File: config.mk
export PLATFORM = sky130hd
export DESIGN_NAME = tt_aes_lite_decrypt
export DESIGN_NICKNAME = d
export VERILOG_FILES = /design/src/rtl/tt_aes_lite_decrypt.sv
export SDC_FILE = /design/constraint.sdc
export NUM_CORES = 1
export LEC_CHECK = 0
export CAP_MARGIN = 25
export CORE_AREA = 5 5 81 83
export CTS_BUF_LIST = sky130_fd_sc_hd__clkbuf_2 sky130_fd_sc_hd__clkbuf_4 sky130_fd_sc_hd__clkbuf_8
export DETAILED_ROUTE_END_ITERATION = 7
export DIE_AREA = 0 0 86 88
export SKIP_LAST_GASP = 1
export SYNTH_ARGS = -nofsm -noshare
export SYNTH_HDL_FRONTEND = slang
export SYNTH_SLANG_ARGS = --single-unit
File: constraint.sdc
create_clock -name clk -period 1.91 [get_ports clk]
set_clock_uncertainty 0.05 [all_clocks]
set_input_delay 0.382 -clock clk [delete_from_list [all_inputs] [get_ports clk]]
set_output_delay 0.382 -clock clk [all_outputs]
set_load 0.02 [all_outputs]
File: src/rtl/tt_aes_lite_decrypt.sv
// AES-lite byte decryptor: undoes the encryptor's XOR rounds by running them in
// reverse round-constant order, then holds the plaintext under a valid/ack handshake.
module tt_aes_lite_decrypt #(
    parameter int DATA_W     = 8,
    parameter int NUM_ROUNDS = 10
) (
    input  logic              clk,
    input  logic              rst,
    input  logic              start,
    input  logic [DATA_W-1:0] data_in,
    input  logic [DATA_W-1:0] key_in,
    input  logic              out_ack,
    output logic              busy,
    output logic [DATA_W-1:0] data_out,
    output logic              out_valid
);

    // The round constant only needs to reach NUM_ROUNDS-1; keep at least one bit.
    localparam int RC_W = (NUM_ROUNDS > 1) ? $clog2(NUM_ROUNDS) : 1;
    localparam logic [RC_W-1:0] RC_LAST = RC_W'(NUM_ROUNDS - 1);

    typedef enum logic [1:0] {
        S_IDLE  = 2'd0,
        S_ROUND = 2'd1,
        S_DONE  = 2'd2
    } state_t;

    state_t            state;
    logic [RC_W-1:0]   rc;
    logic [DATA_W-1:0] state_reg;
    logic [DATA_W-1:0] key_reg;

    // Zero-extend or truncate the round constant onto the data width.
    function automatic logic [DATA_W-1:0] rc_to_data(input logic [RC_W-1:0] rc_v);
        logic [DATA_W-1:0] r;
        r = '0;
        for (int i = 0; i < DATA_W; i++) begin
            if (i < RC_W) begin
                r[i] = rc_v[i];
            end
        end
        return r;
    endfunction

    // Single controller: FSM, round datapath and handshake outputs, all registered.
    always_ff @(posedge clk) begin
        if (rst) begin
            state     <= S_IDLE;
            rc        <= '0;
            state_reg <= '0;
            key_reg   <= '0;
            data_out  <= '0;
            out_valid <= 1'b0;
            busy      <= 1'b0;
        end else begin
            // Consumer acknowledge; later assignments (new start, DONE) take priority.
            if (out_ack && out_valid) begin
                out_valid <= 1'b0;
            end

            case (state)
                S_IDLE: begin
                    if (start) begin
                        state_reg <= data_in;
                        key_reg   <= key_in;
                        rc        <= RC_LAST;
                        out_valid <= 1'b0;
                        busy      <= 1'b1;
                        state     <= S_ROUND;
                    end
                end

                S_ROUND: begin
                    state_reg <= state_reg ^ key_reg ^ rc_to_data(rc);
                    if (rc != '0) begin
                        rc <= rc - RC_W'(1);
                    end else begin
                        state <= S_DONE;
                    end
                end

                S_DONE: begin
                    data_out  <= state_reg;
                    out_valid <= 1'b1;
                    busy      <= 1'b0;
                    state     <= S_IDLE;
                end

                default: begin
                    busy  <= 1'b0;
                    state <= S_IDLE;
                end
            endcase
        end
    end

endmodule

# Word level (Yosys, flattened, before mapping)
# Index checks and enable logic that the tools add are counted.
dict set report word_totals {
  regBits 32
  latch_bits 0
  ramBits 0
  romBits 0
  inputBits 20
  word_cells 46
  memories 0
}
dict set report op_classes {
  add_sub_neg 1
  n_mul 0
  div_mod_pow 0
  order_cmp 0
  n_eq_ne 5
  shifts 0
  mux 21
  n_bitwise 3
  reduce_logical 9
}
# op count
set ops {}
lappend ops {{one-hot mux 8 bit (2 select lines)} 1}
lappend ops {{2-to-1 mux 1 bit} 11}
lappend ops {{2-to-1 mux 4 bit} 2}
lappend ops {{2-to-1 mux 8 bit} 1}
lappend ops {{one-hot mux 4 bit (2 select lines)} 1}
lappend ops {{AND reduction 2 bit} 4}
lappend ops {{bitwise XOR 8 x 4 -> 8 bit} 1}
lappend ops {{bitwise XOR 8 bit} 1}
lappend ops {{!= test 2 bit, second input constant} 3}
lappend ops {{2-to-1 mux 2 bit} 2}
lappend ops {{one-hot mux 1 bit (2 select lines)} 2}
lappend ops {{one-hot mux 2 bit (2 select lines)} 1}
lappend ops {{nonzero test 4 bit} 1}
lappend ops {{subtractor 4 x 1 -> 4 bit, second input constant} 1}
lappend ops {{AND reduction 3 bit} 1}
lappend ops {{equality test 2 x 1 -> 1 bit, second input constant} 1}
lappend ops {{equality test 2 bit, second input constant} 1}
lappend ops {{zero test 2 bit} 1}
lappend ops {{nonzero test 2 bit} 1}
lappend ops {{logical AND 1 bit} 1}
lappend ops {{NOT 1 bit} 1}

# Logic depth before layout (Yosys ltp)
# Gate-level depths: netlist of the first run.
dict set report logic_depth {
  depth_word 5
  depth_mapped 5
  depth_no_buf 5
}

# Worst setup path before layout of the first run
# OpenSTA, ideal clock, no wires.
dict set report synth_path {
  kind {reg2reg}
  start {reg rc[0]}
  end {reg rc[2]}
  setup_time_ns 0.080
  t_arrival_ns 1.242
  setup_slack_ns 0.538
  path_stages_with_launch 6
  path_buffers 0
  cell_sequence {dfxtp_1 inv_1 ha_1 nand3b_4 or3b_1 a211oi_2}
}
dict set report synth_via {
  elab_chain_len 3
  elab_cells_between_ends 6
  cone_classes {add/sub (1); eq/ne (1); mux (2); reduce/logical (2)}
}
# item line_no
set synth_lines {}
lappend synth_lines {{from (decl)} 29} ;# logic [RC_W-1:0] rc;
lappend synth_lines {{from (signal assigned)} 76} ;# rc <= rc - RC_W'(1);
lappend synth_lines {{subtractor 4 x 1 -> 4 bit or nonzero test 4 bit (tied branches)} {76, 75}}
lappend synth_lines {{2-to-1 mux 4 bit or != test 2 bit (tied branches)} --}
lappend synth_lines {{one-hot mux 4 bit (2 select lines) or AND reduction 3 bit (tied branches)} --}
# Parallel ways exist; a longest one is shown, timed or not. The select of a mux whose other input is x is not followed.
# A chain may end at the register's enable or synchronous reset.

# Final worst setup path of the first run
dict set report layout_path {
  start {reg busy}
  end {out busy}
}
# item line_no
set layout_lines {}
lappend layout_lines {{from (decl)} 13} ;# output logic busy,
lappend layout_lines {{from (signal assigned)} 54} ;# busy <= 1'b0;
lappend layout_lines {{from (signal assigned)} 68} ;# busy <= 1'b1;
lappend layout_lines {{from (signal assigned)} 85} ;# busy <= 1'b0;
# No word-level cell between the ends.

==> impl_metrics.env, run 1 <==
export IMPL_coreArea_sq_um=5780
export IMPL_mostFrequentLayoutCell="nand2_1"
export IMPL_synth_cells=165
export IMPL_crit_fanout=2
export IMPL_crit_path_top_delay_cell="clkdlybuf4s50_1"
export IMPL_area_delta_synth_final_pct=34.9
export IMPL_hold_viol=0
export IMPL_crit_type="flip-flop to output port"
export IMPL_cp_arrival_ns=1.24
export IMPL_max_cap_viol_count=0
export IMPL_cp_required_ns=1.48
export IMPL_slew_headroom_pct=62.4
export IMPL_startpoint_type="flip-flop"
export IMPL_synth_top_cell_by_area="dfxtp_1"
export IMPL_fin_ws_ns=0.239
export IMPL_yosysTopAreaCellShare_pct=44.6
export IMPL_synth_nets=186
export IMPL_place_congestion=0.811
export IMPL_vias=1254
export IMPL_wire_per_inst_um=12.7
export IMPL_pwr_share_clk_pct=38.3
export IMPL_yosys_cell_types_count=41
export IMPL_cts_htree_levels=2
export IMPL_worst_slew_pin_slew_ns=0.564
export IMPL_clock_latency_ns=0.28
export IMPL_post_route_period_util_pct=87.5
export IMPL_p_seq_share_pct=45.2
export IMPL_final_layout_size_suffix_gt1_share_pct=11.6
export IMPL_post_route_min_period_ns=1.67
export IMPL_syn_avg_cell_area_sq_um=8.71
export IMPL_hold_class="flip-flop to flip-flop"
export IMPL_grt_pass1_wl_um=5750
export IMPL_drtIter0Drc=75
export IMPL_largest_reg_flops=10
export IMPL_grt_use_total_pct=9.71
export IMPL_slew_violations=0
export IMPL_path_cells="clkdlybuf4s50_1"
export IMPL_grt_max_degree=18
export IMPL_path_delay_family="buffers and inverters"
export IMPL_ys_warn_count=0
export IMPL_cts_buffers=5
export IMPL_internal_power_uw=1260
export IMPL_clock_fmax_mhz=599
export IMPL_regArea_sq_um=641
export IMPL_power_density_nw_per_um2=868
export IMPL_layout_common_cells="35 x nand2_1, 32 x dfxtp_1, 29 x clkdlybuf4s50_1, 26 x a21oi_1, 8 x inv_1"
export IMPL_antennaDiodeCount=0
export IMPL_ant_nets=0
export IMPL_clockRootBuffer="clkbuf_8"
export IMPL_drc=0
export IMPL_peakVddDrop_v=0.000358
export IMPL_nets=219
export IMPL_first_pass_iters=4
export IMPL_clock_path_buffers=2
export IMPL_grt_setup_unrepaired="no"
export IMPL_swShare_pct=25.0
export IMPL_synthTopCellsByArea="dfxtp_1 45%, nand2_1 9.1%, a21oi_1 9.1%, a2bb2oi_1 2.4%, buf_6 2.3%"
export IMPL_finalSetupViolCount=0
export IMPL_pin_count=30
export IMPL_ys_seq_area_share_pct=44.6
export IMPL_cts_resized=0
export IMPL_tritoncts="built"
export IMPL_hpwl_um=2630
export IMPL_worst_path_largest_cell_delay_ns=0.61
export IMPL_synth_edf_count=0
export IMPL_ys_flop_type="dfxtp_1"
export IMPL_dpl_worst_slack_ns=0.111
export IMPL_port_buffers=29
export IMPL_cp_end_kind="output port"
export IMPL_cts_num_sinks=32
export IMPL_multiInputGateArea_sq_um=701
export IMPL_path_clk_slew_ns=0.07
export IMPL_via_per_inst=4.58
export IMPL_status="finished clean"
export IMPL_syn_cell_area_sq_um=1440
export IMPL_synthArstFlopShare_pct=0
export IMPL_combPwrFrac_pct=16.5
export IMPL_start_util_pct=24.9
export IMPL_finalSetupTns_ns=0
export IMPL_finalWirelength_um=3480
export IMPL_die_width_um=86
export IMPL_grt_pass1_vias=1215
export IMPL_fp_dieH_um=88
export IMPL_fp_row_count=28
export IMPL_cts_hold_buffers=0
export IMPL_grt_overflow_total=0
export IMPL_cts_setup_buffers=0
export IMPL_fill_cells=624
export IMPL_power_net_switching_uw=421
export IMPL_dieArea_sq_um=7570
export IMPL_p_leak_uw=0.000690
export IMPL_ys_seq_elements=32
export IMPL_antenna_found_initial=0
export IMPL_critPathBufInv=1
-- per-stage QoR --
stage | hold slack, ns | cells | utilization [%] | instance area (sq um) | power (uW)
3_3_place_gp | 0.394 | 266 | 31.6 | 1830 | 1050
4_1_cts | 0.409 | 274 | 33.5 | 1940 | 1700
3_5_place_dp | 0.398 | 266 | 31.6 | 1830 | 1050
5_1_grt | 0.429 | 274 | 33.5 | 1940 | 1770
2_1_floorplan | 0.387 | 165 | - | 1440 | 948
6_report | 0.402 | 274 | 33.5 | 1940 | 1680
-- synth_stat cells, types with 2 or more instances --
| cell | instances |
|---|---|
| nand2_1 | 35 |
| dfxtp_1 | 32 |
| a21oi_1 | 26 |
| inv_1 | 8 |
| clkbuf_1 | 5 |
| nand3_1 | 5 |
| a2bb2oi_1 | 4 |
| a31oi_1 | 4 |
| nand3b_1 | 4 |
| buf_6 | 3 |
| or3_1 | 3 |
| a32oi_1 | 2 |
| and2b_2 | 2 |
| nand2b_1 | 2 |
| nor3_1 | 2 |
| or3b_1 | 2 |
| xor2_1 | 2 |
-- path summary, 6_finish.rpt --
path / from / endpoint / slack [ns] / cells past startpoint
hold / removal: data_out[1] / data_out[1] / 0.40 / 2
setup reg to reg: state[0] / state_reg[3] / 0.33 / 3
setup / recovery: busy / busy / 0.24 / 1
hold reg to reg: data_out[1] / data_out[1] / 0.40 / 2
-- power groups by stage --
stage / clock network (uW) / registers (uW) / logic [uW]
after floorplan: 0 / 763 / 186
after detailed placement: 0 / 775 / 279
after global placement: 0 / 774 / 274
final: 644 / 761 / 278
after CTS: 658 / 761 / 281
after global routing: 694 / 768 / 307
-- logic make-up (layout without fill, tap and decap cells) --
group / after synthesis / after routing / share of synthesized area, %
AO/OA/AOI/OAI: 46 / 46 / 20.5
XOR/XNOR: 4 / 4 / 3.48
adder cells (fa/ha/maj): 1 / 1 / 0.870
buffers and inverters: 19 / 53 / 6.70
flip-flops: 32 / 32 / 44.6
AND/OR/NAND/NOR: 63 / 63 / 23.8
-- layer usage --
layer  part of all wire [%]  vias to the layer above  global-route usage [%]
met5                      0                        -                       0
met4                   0.77                        0                    3.02
met3                    5.1                        3                    3.29
met2                     50                       26                    17.0
met1                     44                      584                    11.1
li1                       -                      641                       -
-- area by class of cell --
type / instances / area share, %
flip-flops and latches: 32 / 33.0
inverters: 8 / 1.55
repair buffers: 37 / 18.7
clock inverters: 2 / 1.81
multi-input cells: 114 / 36.1
well taps: 75 / 4.84
clock buffers: 6 / 3.94
Power figures use the tool's default switching activity.
==> run 2, diff against run 1 <==
--- a/config.mk
+++ b/config.mk
@@ -10,7 +10,6 @@
 export CTS_BUF_LIST = sky130_fd_sc_hd__clkbuf_2 sky130_fd_sc_hd__clkbuf_4 sky130_fd_sc_hd__clkbuf_8
 export DETAILED_ROUTE_END_ITERATION = 7
 export DIE_AREA = 0 0 86 88
-export SKIP_LAST_GASP = 1
 export SYNTH_ARGS = -nofsm -noshare
 export SYNTH_HDL_FRONTEND = slang
 export SYNTH_SLANG_ARGS = --single-unit
==> results of run 2 <==
Final layout, timing and power as in run 1 (identical DEF).
==> run 3, diff against run 2 <==
--- a/config.mk
+++ b/config.mk
@@ -8,6 +8,7 @@
 export CAP_MARGIN = 25
 export CORE_AREA = 5 5 81 83
 export CTS_BUF_LIST = sky130_fd_sc_hd__clkbuf_2 sky130_fd_sc_hd__clkbuf_4 sky130_fd_sc_hd__clkbuf_8
+export CTS_CLUSTER_DIAMETER = 120
 export DETAILED_ROUTE_END_ITERATION = 7
 export DIE_AREA = 0 0 86 88
 export SYNTH_ARGS = -nofsm -noshare
==> results of run 3 <==
Final layout, timing and power as in run 1 (identical DEF).
